`config.mk`:
```
export PLATFORM = sky130hd
export DESIGN_NAME = gpio_in_filter
export DESIGN_NICKNAME = d
export VERILOG_FILES = /design/src/rtl/gpio_in_filter.sv
export SDC_FILE = /design/constraint.sdc
export NUM_CORES = 1
export LEC_CHECK = 0
export BUFFER_PORTS_ARGS = -buffer_cell sky130_fd_sc_hd__buf_2
export CAP_MARGIN = 20
export CORE_AREA = 2 2 117 119
export DETAILED_ROUTE_END_ITERATION = 12
export DIE_AREA = 0 0 119 121
export GPL_ROUTABILITY_DRIVEN = 0
export PLACE_DENSITY = 0.7
export SYNTH_ARGS = -nofsm -noshare
export SYNTH_HDL_FRONTEND = slang
export SYNTH_SLANG_ARGS = --single-unit
```
`constraint.sdc`:
```
create_clock -name clk_i -period 1.65 [get_ports clk_i]
set_clock_uncertainty 0.05 [all_clocks]
set_input_delay 0.0825 -clock clk_i [delete_from_list [all_inputs] [get_ports clk_i]]
set_output_delay 0.0825 -clock clk_i [all_outputs]
set_load 0.05 [all_outputs]
```
`src/rtl/gpio_in_filter.sv`:
```
// GPIO input conditioning: two-flop synchroniser, per-pin debounce counter,
// registered edge pulses, sticky pending bits and a masked interrupt output.
module gpio_in_filter #(
    parameter int GPIO_NUM  = 8,
    parameter int CNT_WIDTH = 8
) (
    input  logic                 clk_i,
    input  logic                 rst_i,
    input  logic [GPIO_NUM-1:0]  gpio_in_i,
    input  logic [GPIO_NUM-1:0]  filt_en_i,
    input  logic [CNT_WIDTH-1:0] filt_thr_i,
    input  logic [GPIO_NUM-1:0]  rise_en_i,
    input  logic [GPIO_NUM-1:0]  fall_en_i,
    input  logic [GPIO_NUM-1:0]  irq_en_i,
    input  logic [GPIO_NUM-1:0]  clr_i,
    output logic [GPIO_NUM-1:0]  gpio_o,
    output logic [GPIO_NUM-1:0]  rise_o,
    output logic [GPIO_NUM-1:0]  fall_o,
    output logic [GPIO_NUM-1:0]  pend_o,
    output logic                 irq_o
);

    localparam logic [CNT_WIDTH-1:0] CNT_ONE = CNT_WIDTH'(1);

    logic [GPIO_NUM-1:0] s1_q;
    logic [GPIO_NUM-1:0] s2_q;
    logic [GPIO_NUM-1:0] gpio_q;
    logic [GPIO_NUM-1:0] gpio_d;
    logic [GPIO_NUM-1:0] rise_q;
    logic [GPIO_NUM-1:0] rise_d;
    logic [GPIO_NUM-1:0] fall_q;
    logic [GPIO_NUM-1:0] fall_d;
    logic [GPIO_NUM-1:0] pend_q;
    logic [GPIO_NUM-1:0] pend_d;

    genvar gi;
    generate
        for (gi = 0; gi < GPIO_NUM; gi++) begin : g_pin
            logic [CNT_WIDTH-1:0] cnt_q;
            logic [CNT_WIDTH-1:0] cnt_d;
            logic                 lvl_d;

            // The >= compare lets a lowered threshold release the pin at once
            // and keeps the counter from ever wrapping.
            always_comb begin
                cnt_d = '0;
                lvl_d = gpio_q[gi];
                if (!filt_en_i[gi]) begin
                    lvl_d = s2_q[gi];
                end else if (s2_q[gi] != gpio_q[gi]) begin
                    if (cnt_q >= filt_thr_i) begin
                        lvl_d = s2_q[gi];
                    end else begin
                        cnt_d = cnt_q + CNT_ONE;
                    end
                end
            end

            always_ff @(posedge clk_i) begin
                if (rst_i) begin
                    cnt_q <= '0;
                end else begin
                    cnt_q <= cnt_d;
                end
            end

            assign gpio_d[gi] = lvl_d;
        end
    endgenerate

    // Edge pulses are computed from the next level so they line up with gpio_o.
    // Set dominates clear so an edge arriving with a clear is never lost.
    always_comb begin
        rise_d = gpio_d & ~gpio_q;
        fall_d = ~gpio_d & gpio_q;
        pend_d = (pend_q & ~clr_i) | (rise_q & rise_en_i) | (fall_q & fall_en_i);
    end

    always_ff @(posedge clk_i) begin
        if (rst_i) begin
            s1_q   <= '0;
            s2_q   <= '0;
            gpio_q <= '0;
            rise_q <= '0;
            fall_q <= '0;
            pend_q <= '0;
        end else begin
            s1_q   <= gpio_in_i;
            s2_q   <= s1_q;
            gpio_q <= gpio_d;
            rise_q <= rise_d;
            fall_q <= fall_d;
            pend_q <= pend_d;
        end
    end

    assign gpio_o = gpio_q;
    assign rise_o = rise_q;
    assign fall_o = fall_q;
    assign pend_o = pend_q;
    assign irq_o  = |(pend_q & irq_en_i);

endmodule

```
* Word level (Yosys, flattened, before mapping)
Index checks and enable logic that the tools add are counted.
Operators by class: add/sub/neg operators 8, multiply operators 0, divide/modulo/power cells 0, order comparisons 8, equality and inequality tests 8, shift-type cells 0, multiplexer cells 24, bitwise operators 27, reductions and logical operators 9
Operators with widths (count):
- adder 8 x 1 -> 8 bit (second input constant) | 8
- greater-or-equal comparator 8 bit | 8
- bitwise AND 8 bit | 6
- OR reduction 4 bit | 8
- two-way mux 1 bit | 24
- NOT 8 bit | 3
- NOT 1 bit | 16
- bitwise OR 8 bit | 2
- != test 1 bit | 8
- OR reduction 8 bit | 1
Storage, ports and cells: register bits after elaboration 112, latch bits 0, memory bits (writable) 0, bits in read-only memories 0, input port bits 58, output and inout bits 33, logic and storage cells 98, memories 0

* Logic depth before layout (Yosys ltp)
Gate-level depths: netlist of run 1.
word-level depth 6, gate-level depth with buffers 6, depth with buffers taken out 6

* Least setup slack after synthesis of run 1
OpenSTA, ideal clock, no wires.
path type reg2reg, start point register g_pin[0].cnt_q[0], end point register gpio_q[0] (netlist: gpio_o[0]), setup time 0.072 ns, data arrival time 1.608 ns, data required time 1.528 ns, path slack -0.079 ns, stages on the path, launching flop included 7, path buffers 0, clock period less this slack 1.729 ns, cells stage by stage dfxtp_1 > inv_1 > ha_1 > nand2b_4 > a2111oi_4 > o31a_4 > mux2i_1
Between the ends: cells in the longest elaborated chain, start to end 4
RTL lines:
- start, declared | RTL line 39 | logic [CNT_WIDTH-1:0] cnt_q;
- start signal, assigned | RTL line 63 | cnt_q <= cnt_d;
- greater-or-equal comparator 8 bit | RTL line 51 | if (cnt_q >= filt_thr_i) begin
- two-way mux 1 bit | RTL line 51
- two-way mux 1 bit | RTL line 50 | end else if (s2_q[gi] != gpio_q[gi]) begin
- two-way mux 1 bit | RTL line 48 | if (!filt_en_i[gi]) begin
- end signal, assigned | RTL line 90 | gpio_q <= gpio_d;
- end, declared | RTL line 27 | logic [GPIO_NUM-1:0] gpio_q;
No other way between the ends. A chain may end at the register's enable or synchronous reset.

* Worst setup path in the final report of run 1
start point register g_pin[4].cnt_q[0], end point register g_pin[4].cnt_q[2]
Between the ends: cells in the longest elaborated chain, start to end 2, elaborated cells between the ends (all ways) 3, those cells by class 1 x add/sub; 1 x order compare; 1 x reduce/logical
RTL lines (RTL line):
- start, declared | 39
- start signal, assigned | 63
- greater-or-equal comparator 8 bit | 51
- OR reduction 4 bit (no source line)
Several ways; a longest one is shown, not always the timed one.

==> results.md, run 1 <==
- Status: finished, violations left
- Failing checks: negative setup slack
- Ports: 91
- Worst-Skew Late Latency: about 0.36 ns
- Yosys cell types: 29
- Final worst slack: -0.0458 ns
- CP cell instances: inv_2, ha_4, nand2b_4, a2111oi_4, buf_4, o311ai_4, nor2_1
- Core area: 13,100 µm²
- Critical path launch point type: flip-flop
- Setup WS pre-CTS: -0.311 ns
- Maxcap violations: 0
- Final net count: between 800 and 900
- Max Transition Viols Final: 0
- Proportion of layout cells with a drive suffix above 1: 40.9%
- CTS tree: built
- Relative slew slack: 53.2%
- Crit-path max cell delay: 0.35 ns
- Die Y: ~120 µm
- Worst R2R Start: g_pin[4].cnt_q[0]
- Post-synth top area cell: dfxtp_1
- Overall routed net length: between 10 and 15 mm
- # setup viols final: 23
- Post-synth top area share: a little over a third
- Crit path kind: flip-flop to flip-flop
- Critical Path AT: between 1.5 and 2 ns
- Max Fclk: between 0.5 and 0.6 GHz
- Tightest Pin Transition: approximately 0.7 ns
- Register-to-register setup slack: -0.05 ns
- Hpwl dp: about 11 mm
- Drt drc: 0
- Crit-path slowest cell: a2111oi_4
- Sequential fraction of design power: 46.3%
- Total vias in the final route: between 4k and 5k
- Via/cell ratio: between 5 and 6
- Maximum fanout along the worst path: 7
- Mapped Cells: 571
- Post-route ant nets: 0
- TritonRoute pass-1 iters: 5
- Switching Fraction: between 20% and 30%
- R2R Path End: g_pin[4].cnt_q[2]
- First-pass GRT wire length: about 24 mm
- Required time of the worst setup path: 1.89 ns
- Clock edge transition at the registers on the reported setup and hold paths: 0.07 ns
- Syn Nets: about 700
- Sw Pwr: roughly 1.4 mW
- PortBufs: 90
- H-tree depth: 3
- Pin count of the biggest net entering global routing: 33
- Placed inst area: ~7400 µm²
- Layout area overhead: 38.1%
- Initial Util: 47.0%
- Clk sinks: between 100 and 150
- Register area share after synthesis: a little over a third
- CTS max path bufs: 2
- Worst hold endpoint: g_pin[7].cnt_q[5]
- P per Cell Area: about 700 nW/µm²
- Critical Path Sink Type: flip-flop
- Final min period: about 1.7 ns
- Width of the die: 119 µm
- DR iter-0 viols: 224
- Clk pwr share: approximately 40%
- GRT Residual Overflow: 0
- Cell Int Power: 4.51 mW
- Overall power: between 5 and 6 mW
- Antenna diode count: 0
- Mean post-synth cell area: 10.8 µm²
- Synthesized flop and latch total: between 100 and 150
- Logic gate share of total power: 13.6%
- Hold crit path type: input pin to flip-flop
- R2r worst-path depth: 7
- DR WL/cell: 15.8 µm
- RSZ-0062 raised after global routing: yes
- Root Driver: clkbuf_16
- Synthesized cell area: just over 6000 µm²
- Period utilization: 103%
- Warnings from Yosys: 0
- Number of core rows: 42
- Peak supply drop: 0.554 mV
- Initial antenna violation count: 0
- Synth area leaders: dfxtp_1, ha_1, xor2_1, nor2_1, nand2b_1
- Leak: 3.73 nW
- HP Start: filt_en_i[7]
- Final count of hold timing violations: 0
- Final instance area: between 8000 and 9000 µm²
- Num CTS Buffers: 9
- Overall Global Routing Usage: 20.9%
- Die Area: roughly 14,000 µm²
- Hold Path Cell Cnt: 5
- Vias in the first global route: 5,014
==> power by group through the flow <==
| stage | logic (mW) | clock network [mW] | registers, mW |
|---|---|---|---|
| after floorplan | 0.390 | 0 | 2.86 |
| after global placement | 0.667 | 0 | 2.82 |
| after detailed placement | 0.686 | 0 | 2.82 |
| after CTS | 0.764 | 2.45 | 2.76 |
| after global routing | 0.868 | 2.52 | 2.76 |
| final | 0.806 | 2.39 | 2.75 |
==> sequential cells by signal (all words and copies together), names as in the netlist <==
name,cells
gpio_o,8
pend_o,8
s2_q,8
s1_q,8
fall_o,8
g_pin.cnt_q,64
rise_o,8
==> cells in the final DEF, fill, tap and decap left out, types with 16 or more instances in the layout <==
cell type and count:
ha_4 28, nor2b_1 16, xor2_1 34, ha_1 44, and3_1 21, nand3_1 34
nor2_1 72, dfxtp_2 22, nand2b_1 40, dlygate4sd3_1 24, buf_2 90, dfxtp_1 87
buf_4 73
==> worst max-delay path: cells and delay by family (launching register included) <==
kind | cells | cell delay (ns)
adder cells (fa/ha/maj) | 1 | 0.22
AO/OA/AOI/OAI | 2 | 0.48
flip-flops | 1 | 0.34
buffers and inverters | 2 | 0.24
AND/OR/NAND/NOR | 2 | 0.31
==> how the worst max path moves through the flow <==
stage / startpoint / endpoint / slack (ns) / cells after the start
6_report: g_pin[4].cnt_q[0] / g_pin[4].cnt_q[2] / -0.05 / 7
5_1_grt: g_pin[4].cnt_q[0] / g_pin[4].cnt_q[0] / -0.13 / 7
4_1_cts: g_pin[0].cnt_q[6] / g_pin[0].cnt_q[7] / -0.1 / 6
3_5_place_dp: filt_thr_i[6] / gpio_o[5] / -0.31 / 7
3_3_place_gp: filt_thr_i[6] / gpio_o[1] / -0.24 / 7
2_1_floorplan: g_pin[0].cnt_q[0] / gpio_o[0] / -0.03 / 6
==> through the flow <==
step                      std cells  hold slack, ns  TNS, ns  util, %
after floorplan                 571           0.161  -0.0263        -
after global routing            949           0.168    -3.19     64.9
after detailed placement        899           0.250   -20.24     56.4
after CTS                       941           0.114    -1.20     62.3
after global placement          899           0.239   -16.83     56.4
final                           949           0.127   -0.468     64.9
==> repair_timing <==
action,4_1_cts,5_1_grt
pin swaps,46,56
gates resized for setup,35,39
gates cloned,0,0
endpoints found under the hold margin,16,0
endpoints found under the setup margin,61,78
hold buffers,24,0
setup buffers,2,9
==> cells in the mapped netlist, drive strengths merged <==
cell type  number
a221oi          8
inv            23
nor2           74
nor2b          16
a222oi          8
nor3           18
nand2          12
o21a            8
dfxtp         112
a2111oi         8
and3           30
nand2b         48
a21o            8
buf             2
o311ai          8
xnor2          14
a22oi           4
nand3          34
xor2           34
ha             72
nand4           1
mux2i           8
o31a            8
clkbuf          5
a21oi           8
==> kinds of logic after synthesis <==
logic type               Yosys count  synth area share (%)
AND/OR/NAND/NOR                  233                  21.8
flip-flops                       112                  36.5
adder cells (fa/ha/maj)           72                  14.7
AO/OA/AOI/OAI                     68                  17.1
XOR/XNOR                          48                  6.84
buffers and inverters             30                  1.85
multiplexers                       8                  1.30
==> per-layer routing <==
layer  routed length (µm)  global-route usage [%]  vias up
li1                     -                       -     2428
met1                 6600                    24.7     2276
met2                 7620                    38.0       91
met3                  426                    3.20       22
met4                  311                    7.89        0
met5                    0                       0        -
==> cell type report <==
type / count / area (µm²)
Inverter: 23 / 90.1
Clock buffer: 10 / 239
Timing Repair Buffer: 193 / 1360
Multi-Input combinational cell: 429 / 4210
Tap cell: 176 / 220
Sequential cell: 112 / 2280
Fill cell: 980 / 4600
Clock inverter: 6 / 91.3
No activity file was read; power rests on OpenSTA's default activity.
==> run 2: changes to the inputs <==
Settings changed: BUFFER_PORTS_ARGS -buffer_cell sky130_fd_sc_hd__buf_2 to default, DONT_BUFFER_PORTS from default to 1, PLACE_DENSITY 0.7 to 0.74.
==> run 2 against run 1 <==
  * The run still ends with negative setup slack left
  * Clock-buffer cell count unchanged
  * Worst setup slack lost 0.041 ns
  * Critical path depth is the same
  * Non-clock buffer count decreased by 81
  * Largest cell class unchanged
==> results.md, run 2 (synthesis results as in run 1) <==
- HP Start: filt_en_i[1]
- Biggest register: g_pin.cnt_q
- Critical Path Sink Type: flip-flop
- Via/cell ratio: about 5.5
- DR WL/cell: approximately 18 µm
- Die Y: approximately 120 µm
- Num CTS Buffers: 9
- PortBufs: 0
- Pin count of the biggest net entering global routing: between 60 and 70
- Layout fillers: between 1k and 1.5k
- Status: finished, violations left
- Crit path kind: flip-flop to flip-flop
- Overall routed net length: between 15 and 20 mm
- Hold WS: around 0.018 ns
- Most frequent cells in the layout: dfxtp_1, buf_4, nor2_1, ha_1, nand2b_1
- Vias in the first global route: 4,987
- Final min period: approximately 1.7 ns
- Hold crit path type: input pin to flip-flop
- Drt drc: 0
- Critical path launch point type: flip-flop
- Die Area: approximately 14,000 µm²
- Peak supply drop: approximately 0.67 mV
- Required time of the worst setup path: approximately 1.9 ns
- Leak: around 3.4 nW
- RSZ-0062 raised after global routing: yes
- Maximum fanout along the worst path: 4
- Cells after DPL: about 800
- Worst hold endpoint: g_pin[1].cnt_q[0]
- DR iter-0 viols: between 300 and 400
- Number of core rows: 42
- Most common cell after layout, fill and taps aside: dfxtp_1
- R2R Path End: gpio_o[1]
- Max Transition Viols Final: 0
- Core area: between 10,000 and 15,000 µm²
- Critical Path AT: between 1.5 and 2 ns
- Hpwl dp: between 10 and 15 mm
- Max Fclk: 0.576 GHz
- Final worst slack: -0.0871 ns
- Initial Util: approximately 47%
- Width of the die: 119 µm
- R2r worst-path depth: 7
- Worst R2R Start: g_pin[1].cnt_q[0]
- P per Cell Area: 720 nW/µm²
- TritonRoute pass-1 iters: 5
- Worst-Skew Late Latency: ~0.35 ns
- H-tree depth: 3
- Tightest Pin Transition: approximately 0.63 ns
- Total vias in the final route: approximately 4.8k
- CTS tree: built
- Final count of hold timing violations: 0
- Proportion of layout cells with a drive suffix above 1: around 30%
- Layout area overhead: 29.4%
- Clock edge transition at the registers on the reported setup and hold paths: around 0.080 ns
- First-pass GRT wire length: between 20 and 25 mm
- Critical Path Start: g_pin[1].cnt_q[0]
- CTS max path bufs: 2
- Ports: between 90 and 100
- Register-to-register setup slack: -0.09 ns
- Relative slew slack: between 50% and 60%
- Hold Path Cell Cnt: 4
- Antenna diode count: 0
- Initial antenna violation count: 0
- Max FFs per register: 64
- Final net count: ~820
- Post-route ant nets: 0
- Root Driver: clkbuf_16
- GRT Residual Overflow: 0
- Failing checks: negative setup slack
- # setup viols final: 14
- Overall Global Routing Usage: 21.8%
- Non-filler instance count after layout: roughly 870
- Clk sinks: between 100 and 150
- Period utilization: 105%
- Maxcap violations: 0
-- run 2: what timing repair did --
action                                 4_1_cts  5_1_grt
pin swaps                                   41       49
buffers inserted                             2        4
hold buffers                                33        0
gates resized for setup                     30       25
setup endpoints to repair                   72       80
endpoints found under the hold margin      108        0
-- run 2: per-stage QoR --
step / total power, mW / setup WS [ns] / utilization (%) / TNS, ns / cell area (µm²)
finish: 5.73 / -0.0871 / 60.8 / -0.420 / 7950
global route: 5.92 / -0.123 / 60.8 / -3.00 / 7950
CTS: 5.75 / -0.0566 / 59.5 / -0.447 / 7780
detailed placement: 3.39 / -0.201 / 53.0 / -11.40 / 6940
global placement: 3.36 / -0.172 / 53.0 / -8.35 / 6940
floorplan: 3.25 / -0.0263 / - / -0.0263 / 6150
-- run 2: worst max path at each step --
stage	depth (start not counted)	end
global placement	7	fall_o[4]
CTS	7	gpio_o[5]
global route	7	gpio_o[1]
floorplan	6	gpio_o[0]
finish	7	gpio_o[1]
detailed placement	6	gpio_o[5]
-- run 2: routing by layer --
layer / vias up / GRT usage [%] / routed length (µm)
met4: 0 / 7.37 / 381
met1: 2327 / 24.6 / 6190
met3: 41 / 5.40 / 799
met5: - / 0 / 0
met2: 126 / 40.1 / 7970
li1: 2262 / - / -
-- run 2: power breakdown --
part | total [mW] | internal (mW) | switching (mW)
Clock | 2.25 | 1.20 | 1.05
Combinational | 0.705 | 0.354 | 0.351
Sequential | 2.78 | 2.74 | 0.0402
-- run 2: layout make-up --
class	instances	area [µm²]	share of cell area, %
clock inverter	6	72.6	0.912
timing repair buffer	112	971	12.2
multi-input combinational	429	4100	51.6
sequential	112	2270	28.5
clock buffer	10	229	2.88
tap	176	220	2.77
inverter	23	90.1	1.13
-- run 2: worst max-delay path: stages, from the launching register on --
cell and delay (ns):
dfxtp_2 0.34, inv_2 0.04, ha_4 0.20, nand2b_4 0.14, a2111oi_4 0.38, buf_4 0.18, o31a_4 0.16, mux2i_1 0.17
==> run 3: changes to the inputs <==
Settings changed: ABC_AREA from default to 1, CORE_AREA 2 2 117 119 to 2 2 113 115, DIE_AREA 0 0 119 121 to 0 0 115 117.
==> run 3 against run 2 <==
  * The flow now finishes without violations
  * Sequential share of layout area is 3.4 points higher
  * Combinational power shrank 19%
  * Register-to-register slack better by 0.19 ns
  * Largest cell class unchanged
  * Final cell count up 12%
  * Non-clock buffer count is 35 lower
  * Utilization down 3.5 points
==> results.md, run 3 <==
- Status: complete, no violations
- Maximum fanout along the worst path: 2
- Critical path launch point type: flip-flop
- Most frequent CP cell: nand2_1
- Drt drc: 0
- Post-route ant nets: 0
- Clk sinks: roughly 110
- CP cell instances: nand2_1, nand2_1, a221oi_1, nand3_1, buf_4
- Warnings from Yosys: 0
- Critical Path AT: 1.41 ns
- Max Transition Viols Final: 0
- Mapped Cells: 737
- Pin count of the biggest net entering global routing: 47
- Clk pwr share: between 40 and 50%
- Ports: 91
- Num CTS Buffers: 9
- Synthesized flop and latch total: about 110
- CTS tree: built
- Final net count: 950
- Synthesized cell area: 5770 µm²
- Vias in the first global route: between 4k and 5k
- CP bufs+invs: 1
- RSZ-0062 raised after global routing: yes
- # setup viols final: 0
- H-tree depth: 3
- Storage cell area: between 2000 and 2500 µm²
- Hold Path Cell Cnt: 4
- Final min period: between 1.5 and 2 ns
- Total Neg Setup Slack: 0 ns
- CTS max path bufs: 2
- First-pass GRT wire length: 20.4 mm
- Post-synth top area share: 38.9%
- Adder-cell share of the synthesized area: 15.6%
- Post-synth EDFFs: 0
- Multi-input logic area: about 3200 µm²
- Biggest register: g_pin.cnt_q
- Switching Fraction: roughly a quarter
- Setup WS pre-CTS: ~0.033 ns
- Layout area overhead: 22.2%
- Cell Int Power: between 4 and 5 mW
- Die Area: between 10,000 and 15,000 µm²
- Maxcap violations: 0
- DR iter-0 viols: approximately 220
- Overall Global Routing Usage: roughly a fifth
- PortBufs: 0
- GRT Residual Overflow: 0
- Initial Util: between 40% and 50%
- Synth Area in Simple Gates: ~28%
- Most frequent cells in the layout: nand2_1, nor2_1, dfxtp_1, inv_1, ha_1
- Critical Path Sink Type: primary output
- Asr flop ratio synth: 0%
- Width of the die: between 100 and 150 µm
- Total vias in the final route: between 4k and 5k
- Peak supply drop: roughly 0.54 mV
- Largest family of logic cells by synthesized area: simple AND/OR/NAND/NOR gates
- Syn Nets: between 800 and 900
- Hpwl dp: slightly below 9 mm
- Crit path kind: flip-flop to primary output
- Post-synth top area cell: dfxtp_1
- Sequential fraction of design power: 48.8%
- Sw Pwr: about 1.3 mW
- Number of core rows: between 40 and 50
- Yosys cell types: 27
- Synth Area in XOR/XNOR: around 6.7%
- Overall routed net length: ~13 mm
- Initial antenna violation count: 0
- Fraction of synthesized area in multiplexers: 0%
- Mean post-synth cell area: a little under 8 µm²
- Max Fclk: approximately 0.65 GHz
- Proportion of layout cells with a drive suffix above 1: about 13%
- Final instance area: 7050 µm²
- Logic gate share of total power: between 10% and 20%
- Tightest Pin Transition: roughly 0.5 ns
- Final worst slack: approximately 0.11 ns
- Leak: 3.18 nW
- Most common cell after layout, fill and taps aside: nand2_1
- P per Cell Area: ~810 nW/µm²
- CP top delay family: flip-flops
- Register area share after synthesis: between 30% and 40%
- Compound-Gate Fraction of Synth Area: slightly below 4%
- Overall power: ~5.7 mW
- Hold crit path type: input pin to flip-flop
- Via/cell ratio: around 4.9
- Relative slew slack: 66.9%
- Crit path depth: 5
- Root Driver: clkbuf_16
- Crit-path max cell delay: between 0.3 and 0.4 ns
- Crit-path slowest cell: dfxtp_1
- Synth area leaders: dfxtp_1, ha_1, nand2_1, nor2_1, inv_1
- Period utilization: approximately 93%
- Layout fillers: approximately 1.1k
- Clock edge transition at the registers on the reported setup and hold paths: approximately 0.07 ns
- DR WL/cell: roughly 13 µm
- Synth top cells by count: nand2_1, nor2_1, dfxtp_1, inv_1, ha_1
- Placed inst area: approximately 6300 µm²
- Worst-Skew Late Latency: 0.35 ns
- Antenna diode count: 0
- Synth Flop Type: dfxtp_1
- Max FFs per register: 64
- TritonRoute pass-1 iters: 4
- Most common cell in the netlist: nand2_1
- Die Y: ~120 µm
- Required time of the worst setup path: 1.52 ns
- Core area: approximately 12,000 µm²
- R2r worst-path depth: 8
- Final count of hold timing violations: 0
-- run 3: changes by cell type after synthesis, moves of 11 or more --
cell	change
nor3_1	-11
nor2_1	+57
nand2_1	+154
nor2b_1	-16
inv_1	+79
nand2b_1	-40
a21oi_1	+16
and3_1	-22
-- run 3: cell type report --
| cell class | instances | share of cell area (%) |
|---|---|---|
| tap | 150 | 2.66 |
| clock inverter | 3 | 0.923 |
| clock buffer | 12 | 3.64 |
| timing repair buffer | 77 | 9.97 |
| multi-input combinational | 517 | 45.4 |
| inverter | 103 | 5.48 |
| sequential | 112 | 31.9 |
-- run 3: metal layers --
layer / global-route usage (%) / share of wire, %
met1: 23.1 / 45
met2: 34.0 / 49
met3: 4.79 / 4.6
met4: 5.38 / 1.5
met5: 0 / 0
-- run 3: per-stage QoR --
stage          hold WS [ns]  std cells  util (%)
6_report             0.0150        974      57.3
5_1_grt              0.0282        974      57.3
4_1_cts              0.0158        970      56.2
3_3_place_gp          0.106        929      51.4
3_5_place_dp          0.108        929      51.4
2_1_floorplan         0.139        737         -
-- run 3: worst register-to-register path, stage by stage (launching register included) --
cell     delay [ns]
dfxtp_1        0.40
ha_1           0.28
a21oi_1        0.15
nand2_1        0.07
nand2_1        0.13
nand2_1        0.12
nand2_1        0.10
nand2_1        0.06
nor2_1         0.11
-- run 3: logic make-up (layout without fill, tap and decap cells) --
logic type | after synthesis | in the layout
AOI/OAI and AO/OA | 39 | 39
xor gates and xnor gates | 44 | 44
adders and majority gates | 72 | 72
buffers and inverters | 108 | 195
DFF | 112 | 112
and+or+nand+nor | 362 | 362
-- run 3: what timing repair did --
action | CTS | global route
endpoints found under the hold margin | 84 | 0
buffers inserted | 0 | 4
setup endpoints to repair | 0 | 44
hold buffers | 26 | 0
gates resized for setup | 0 | 24
-- run 3: final timing paths --
kind / from / endpoint / slack (ns)
setup reg to reg: g_pin[1].cnt_q[3] / gpio_o[1] / 0.11
hold reg to reg: s1_q[7] / s2_q[7] / 0.35
hold / removal: filt_en_i[5] / g_pin[5].cnt_q[6] / 0.02
setup / recovery: pend_o[3] / irq_o / 0.11
-- run 3: power by group through the flow --
stage	Sequential [mW]	Combinational (mW)	Clock [mW]
detailed placement	2.85	0.483	0
finish	2.78	0.571	2.36
floorplan	2.92	0.272	0
global route	2.79	0.641	2.49
global placement	2.85	0.473	0
CTS	2.78	0.550	2.39
